<file path="src/rtl/lcd_text_driver.sv">
// HD44780 16x2 text driver: power-up wait, fixed init sequence, then continuous
// refresh of a per-frame snapshot of line1/line2 or line3/line4.
module lcd_text_driver #(
  parameter int unsigned POWERUP_CYC = 750000,
  parameter int unsigned EN_CYC      = 25,
  parameter int unsigned CMD_CYC     = 2500,
  parameter int unsigned CLR_CYC     = 100000
) (
  input  logic         clk,
  input  logic         rst_n,
  input  logic [127:0] line1,
  input  logic [127:0] line2,
  input  logic [127:0] line3,
  input  logic [127:0] line4,
  input  logic         page_sel,
  output logic [7:0]   lcd_data,
  output logic         lcd_rs,
  output logic         lcd_rw,
  output logic         lcd_en,
  output logic         ready,
  output logic         frame_done
);

  localparam int unsigned MAX_AB  = (POWERUP_CYC > EN_CYC) ? POWERUP_CYC : EN_CYC;
  localparam int unsigned MAX_CD  = (CMD_CYC > CLR_CYC) ? CMD_CYC : CLR_CYC;
  localparam int unsigned MAX_CYC = (MAX_AB > MAX_CD) ? MAX_AB : MAX_CD;
  localparam int unsigned CW      = $clog2(MAX_CYC + 1);

  localparam logic [CW-1:0] PWR_LAST = CW'(POWERUP_CYC - 1);
  localparam logic [CW-1:0] EN_LAST  = CW'(EN_CYC - 1);
  localparam logic [CW-1:0] CMD_LAST = CW'(CMD_CYC - 1);
  localparam logic [CW-1:0] CLR_LAST = CW'(CLR_CYC - 1);

  typedef enum logic [1:0] {PWRUP, INIT, FRAME_START, FRAME} top_t;
  typedef enum logic [1:0] {SETUP, PULSE, HOLD} wr_t;

  top_t           top_q, top_d;
  wr_t            wr_q, wr_d;
  logic [CW-1:0]  cnt_q, cnt_d;
  logic [5:0]     idx_q, idx_d;
  logic           ready_q, ready_d;
  logic           fd_q, fd_d;
  logic [127:0]   snap_a_q, snap_a_d;
  logic [127:0]   snap_b_q, snap_b_d;

  logic           in_write;
  logic [CW-1:0]  hold_last;
  logic [3:0]     col_a, col_b;
  logic [7:0]     raw, cur_data;
  logic           cur_rs;

  always_ff @(posedge clk or negedge rst_n) begin
    if (!rst_n) begin
      top_q    <= PWRUP;
      wr_q     <= SETUP;
      cnt_q    <= '0;
      idx_q    <= '0;
      ready_q  <= 1'b0;
      fd_q     <= 1'b0;
      snap_a_q <= '0;
      snap_b_q <= '0;
    end else begin
      top_q    <= top_d;
      wr_q     <= wr_d;
      cnt_q    <= cnt_d;
      idx_q    <= idx_d;
      ready_q  <= ready_d;
      fd_q     <= fd_d;
      snap_a_q <= snap_a_d;
      snap_b_q <= snap_b_d;
    end
  end

  assign in_write  = (top_q == INIT) || (top_q == FRAME);
  assign hold_last = (top_q == INIT && idx_q == 6'd3) ? CLR_LAST : CMD_LAST;

  // Byte for the current sequence index; constant for the whole write, so the
  // bus stays stable from SETUP through HOLD without an extra register.
  always_comb begin
    col_a    = 4'(idx_q - 6'd1);
    col_b    = 4'(idx_q - 6'd18);
    raw      = 8'h00;
    cur_data = 8'h00;
    cur_rs   = 1'b0;
    if (top_q == INIT) begin
      case (idx_q[1:0])
        2'd0:    cur_data = 8'h38;
        2'd1:    cur_data = 8'h0C;
        2'd2:    cur_data = 8'h06;
        default: cur_data = 8'h01;
      endcase
    end else if (top_q == FRAME) begin
      if (idx_q == 6'd0) begin
        cur_data = 8'h80;
      end else if (idx_q == 6'd17) begin
        cur_data = 8'hC0;
      end else begin
        raw      = (idx_q < 6'd17) ? snap_a_q[{~col_a, 3'b000} +: 8]
                                   : snap_b_q[{~col_b, 3'b000} +: 8];
        cur_data = (raw == 8'h00) ? 8'h20 : raw;
        cur_rs   = 1'b1;
      end
    end
  end

  always_comb begin
    top_d    = top_q;
    wr_d     = wr_q;
    cnt_d    = cnt_q;
    idx_d    = idx_q;
    ready_d  = ready_q;
    fd_d     = 1'b0;
    snap_a_d = snap_a_q;
    snap_b_d = snap_b_q;
    case (top_q)
      PWRUP: begin
        if (cnt_q == PWR_LAST) begin
          top_d = INIT;
          wr_d  = SETUP;
          cnt_d = '0;
          idx_d = '0;
        end else begin
          cnt_d = cnt_q + 1'b1;
        end
      end
      FRAME_START: begin
        snap_a_d = page_sel ? line3 : line1;
        snap_b_d = page_sel ? line4 : line2;
        top_d    = FRAME;
        wr_d     = SETUP;
        cnt_d    = '0;
        idx_d    = '0;
      end
      default: begin
        case (wr_q)
          SETUP: begin
            wr_d  = PULSE;
            cnt_d = '0;
          end
          PULSE: begin
            if (cnt_q == EN_LAST) begin
              wr_d  = HOLD;
              cnt_d = '0;
            end else begin
              cnt_d = cnt_q + 1'b1;
            end
          end
          default: begin
            if (cnt_q == hold_last) begin
              wr_d  = SETUP;
              cnt_d = '0;
              if (top_q == INIT && idx_q == 6'd3) begin
                top_d   = FRAME_START;
                ready_d = 1'b1;
              end else if (top_q == FRAME && idx_q == 6'd33) begin
                top_d = FRAME_START;
                fd_d  = 1'b1;
              end else begin
                idx_d = idx_q + 6'd1;
              end
            end else begin
              cnt_d = cnt_q + 1'b1;
            end
          end
        endcase
      end
    endcase
  end

  assign lcd_data   = cur_data;
  assign lcd_rs     = cur_rs;
  assign lcd_rw     = 1'b0;
  assign lcd_en     = in_write && (wr_q == PULSE);
  assign ready      = ready_q;
  assign frame_done = fd_q;

endmodule

</file>
<file path="config.mk">
export PLATFORM = sky130hd
export DESIGN_NAME = lcd_text_driver
export DESIGN_NICKNAME = d
export VERILOG_FILES = /design/src/rtl/lcd_text_driver.sv
export SDC_FILE = /design/constraint.sdc
export NUM_CORES = 1
export LEC_CHECK = 0
export CAP_MARGIN = 10
export CORE_AREA = 2 2 207 209
export DETAILED_ROUTE_END_ITERATION = 16
export DIE_AREA = 0 0 209 211
export GPL_TIMING_DRIVEN = 0
export HOLD_SLACK_MARGIN = 0.06
export PLACE_DENSITY = 0.68
export SLEW_MARGIN = 20
export SYNTH_ARGS = -nofsm -noshare
export SYNTH_HDL_FRONTEND = slang
export SYNTH_SLANG_ARGS = --single-unit
</file>
<file path="constraint.sdc">
create_clock -name clk -period 4.92 [get_ports clk]
set_input_delay 0.984 -clock clk [delete_from_list [all_inputs] [get_ports clk]]
set_output_delay 0.984 -clock clk [all_outputs]
set_load 0.1 [all_outputs]
</file>
==> results.tsv <==
stage	metric	value	unit
detailed_routing	wirelength	60200	microns
job	maxCapViolations	0	
synthesis	ys_async_sr_fraction	1.00	
timing	skew	0.0137	ns
timing	worst_hold_slack	0.474	ns
worst_setup_path	crit_family	buffers and inverters	
synthesis	ys_types	66	
die	core_area	41800	sq um
synthesis	synth_nets	2040	
worst_setup_path	crit_top_cell	buf_8	
placed_design	dp_slack	-2.69	ns
global_route	grt_max_degree	102	
timing	fin_crit_sh	0.986	
cts	cts-root-buf	clkbuf_16	
worst_setup_path	cp_max_fo	10	
placed_design	place_hpwl	47400	microns
cts	clk_pin_slew	0.06	ns
synthesis	ys.warnings.count	0	
placed_design	portBuffers	525	
die	io_pins	528	
power_and_ir_drop	ir_drop	0.181	mV
worst_setup_path	regToRegEndpoint	snap_b_q[23]	
worst_setup_path	endpoint_kind	output pin	
timing	hold_viol	0	
die	die_h	211	microns
synthesis	ys_ff_latch	288	
timing	fmax	0.206	GHz
die	rows	75	
worst_setup_path	startpoint	idx_q[1]	
die	dieArea	44100	sq um
final_layout	syn_to_final_growth	47.9	%
worst_setup_path	start_kind	flop	
cts	clk_latency	0.51	ns
detailed_routing	drtIter0Drc	966	
worst_setup_path	arrival	3.87	ns
worst_setup_path	cp_cell_sequence	buf_8 -> buf_12 -> clkinvlp_4 -> ha_4 -> buf_8 -> mux4_2 -> mux2i_4 -> o21ai_1 -> nor4_4 -> nand2_1 -> o41ai_4 -> buf_6	
power_and_ir_drop	cellLeakagePower	10.3	nW
cts	cts_tree	yes	
global_route	grt_pass1_wl	88800	microns
worst_setup_path	r2r_start	top_q[0]	
synthesis	ys.flop_type	dfrtp_1	
global_route	grt-ovfl-total	0	
timing	finalSetupViolCount	0	
detailed_routing	postRouteAntennaNets	0	
final_layout	drive_gt1_frac	0.108	
final_layout	layout_common_cells	516 x clkdlybuf4s50_1, 292 x nand2_1, 286 x dfrtp_1	
worst_hold_path	min_from	snap_a_q[54]	
timing	final_max_slew_viol_count	0	
worst_setup_path	worstSetupEndpoint	lcd_data[5]	
detailed_routing	post_drt_wl_per_cell	22.6	microns
cts	cts_buffer_depth	3	
worst_setup_path	crit_type	flop to output pin	
synthesis	synth_edf_count	0	
worst_setup_path	max_stage_delay	0.41	ns
run_status	status	completed	
worst_setup_path	rr_worst_depth	9	
detailed_routing	first_pass_iters	5	
power_and_ir_drop	power.density	237	nW/um^2
final_layout	final_nets	2627	
timing	slew-limit-headroom	0.293	
cts	h-tree-depth	2	
synthesis	synthCells	1514	
die	start_util	0.378	
worst_setup_path	cpMaxStageDelayCell	ha_4	
worst_setup_path	cp_data_required_time	3.94	ns
global_route	grt_pass1_vias	14900	
worst_setup_path	rrSetupSlack	1.70	ns
worst_setup_path	path_buf_inv	5	
global_route	grt_antenna_before_repair	3	
worst_setup_path	worst-path-stages	12	
cts	cts-hold-fix-buffers	0	
placed_design	place_congestion	0.920	
detailed_routing	num_vias	14200	
synthesis	ys_seq_area_frac	0.456	
synthesis	syn_area_per_cell	10.4	sq um
cts	cts-buffers-inserted	34	
global_route	grt.total_usage	0.268	
synthesis	netlist_area	15800	sq um
timing	worst_pin_slew	1.06	ns
final_layout	layout_commonest_cell	clkdlybuf4s50_1	
timing	setup_ws	0.0678	ns
die	die-width	209	microns
detailed_routing	viasPerCell	5.33	
timing	fin_crit	4.85	ns
worst_hold_path	min_path_type	flop to flop	
cts	clkSinkCount	288	
detailed_routing	route.detailed.drc	0	
-- how the worst min path moves through the flow --
| stage | endpoint | slack, ns | cells after the start |
|---|---|---|---|
| final | snap_a_q[54] | 0.47 | 2 |
| after global routing | snap_a_q[30] | 0.50 | 2 |
| after CTS | snap_a_q[52] | 0.48 | 2 |
| after detailed placement | snap_a_q[54] | 0.47 | 2 |
| after global placement | ready | 0.46 | 1 |
| after floorplan | snap_a_q[112] | 0.44 | 2 |
-- power breakdown --
group	leakage [nW]	switching (W)	internal, W
combinational	7.15	0.000257	0.000462
sequential	2.67	0	0.00237
clock	0.529	0.000988	0.00147
-- timing repair --
| item | CTS | global route |
|---|---|---|
| endpoints found under the setup margin | 9 | 9 |
| buffers inserted | 4 | 20 |
| hold endpoints to repair | 0 | 0 |
| gates resized for setup | 90 | 21 |
| pin swaps | 5 | 8 |
| gates cloned | 0 | 1 |
-- cell families after synthesis --
| logic type | synth area share |
|---|---|
| flip-flops | 0.456 |
| adder cells (fa/ha/maj) | 0.00871 |
| buffers and inverters | 0.0397 |
| AND/OR/NAND/NOR | 0.110 |
| other | 0.000237 |
| AO/OA/AOI/OAI | 0.105 |
| XOR/XNOR | 0.0111 |
| multiplexers | 0.268 |
-- synthesized netlist by cell type (2+ instances only) --
library cell / number / area [sq um]
o21ai_0: 274 / 1370
mux2i_1: 273 / 2730
nand3_1: 9 / 45.0
buf_4: 2 / 15.0
mux4_2: 66 / 1490
o311ai_0: 2 / 17.5
buf_1: 7 / 26.3
clkinv_1: 3 / 11.3
or4_1: 3 / 22.5
nand2_1: 292 / 1100
nand4_1: 8 / 50.1
buf_6: 10 / 113
clkbuf_1: 86 / 323
and3_1: 14 / 87.6
xor2_1: 9 / 78.8
or3_1: 7 / 43.8
a21oi_1: 12 / 60.1
nor2b_1: 2 / 12.5
nor4_1: 6 / 37.5
xnor2_1: 6 / 52.6
buf_2: 15 / 75.1
nor2_1: 35 / 131
ha_1: 11 / 138
nand3b_1: 2 / 15.0
or2_2: 2 / 12.5
o22ai_1: 7 / 43.8
inv_1: 17 / 63.8
nor4b_1: 3 / 26.3
nor4_2: 2 / 25.0
dfrtp_1: 288 / 7210
nor3_1: 6 / 30.0
-- flip-flops by register name, indices dropped and copies added (netlist names) --
register    count
snap_a_q      128
snap_b_q      128
cnt_q          20
idx_q           6
top_q           2
wr_q            2
frame_done      1
ready           1
-- layer usage --
metal  up-vias  wire (microns)  track usage
li1       6564               -            -
met1      7034           24200        0.331
met2       507           31200        0.487
met3        82            3140       0.0376
met4         0            1680       0.0773
met5         -               0            0
-- tightest hold or removal path: stages (launching register included) --
cell and delay (ns):
dfrtp_1 0.33, nand2_1 0.04, o21ai_0 0.06
-- stage by stage --
step	total power (W)	utilization	area [sq um]	cells	TNS (ns)
floorplan	0.00259	-	15800	1514	-0.361
global placement	0.00313	0.521	21700	2578	-2655.88
detailed placement	0.00314	0.522	21800	2580	-16.74
CTS	0.00559	0.554	23100	2639	-0.126
global route	0.00572	0.560	23400	2663	-0.0403
finish	0.00555	0.560	23400	2664	0
-- final cells by class --
type,instances,area (sq um)
plain buffers,119,654
multi-input cells,1086,8180
well taps,539,674
clock inverters,6,58.8
diodes,4,10.0
repair buffers,552,5490
fillers,3636,18400
flip-flops and latches,288,7210
clock buffers,50,1010
inverters,20,82.6
(Power assumes the default switching activity.)
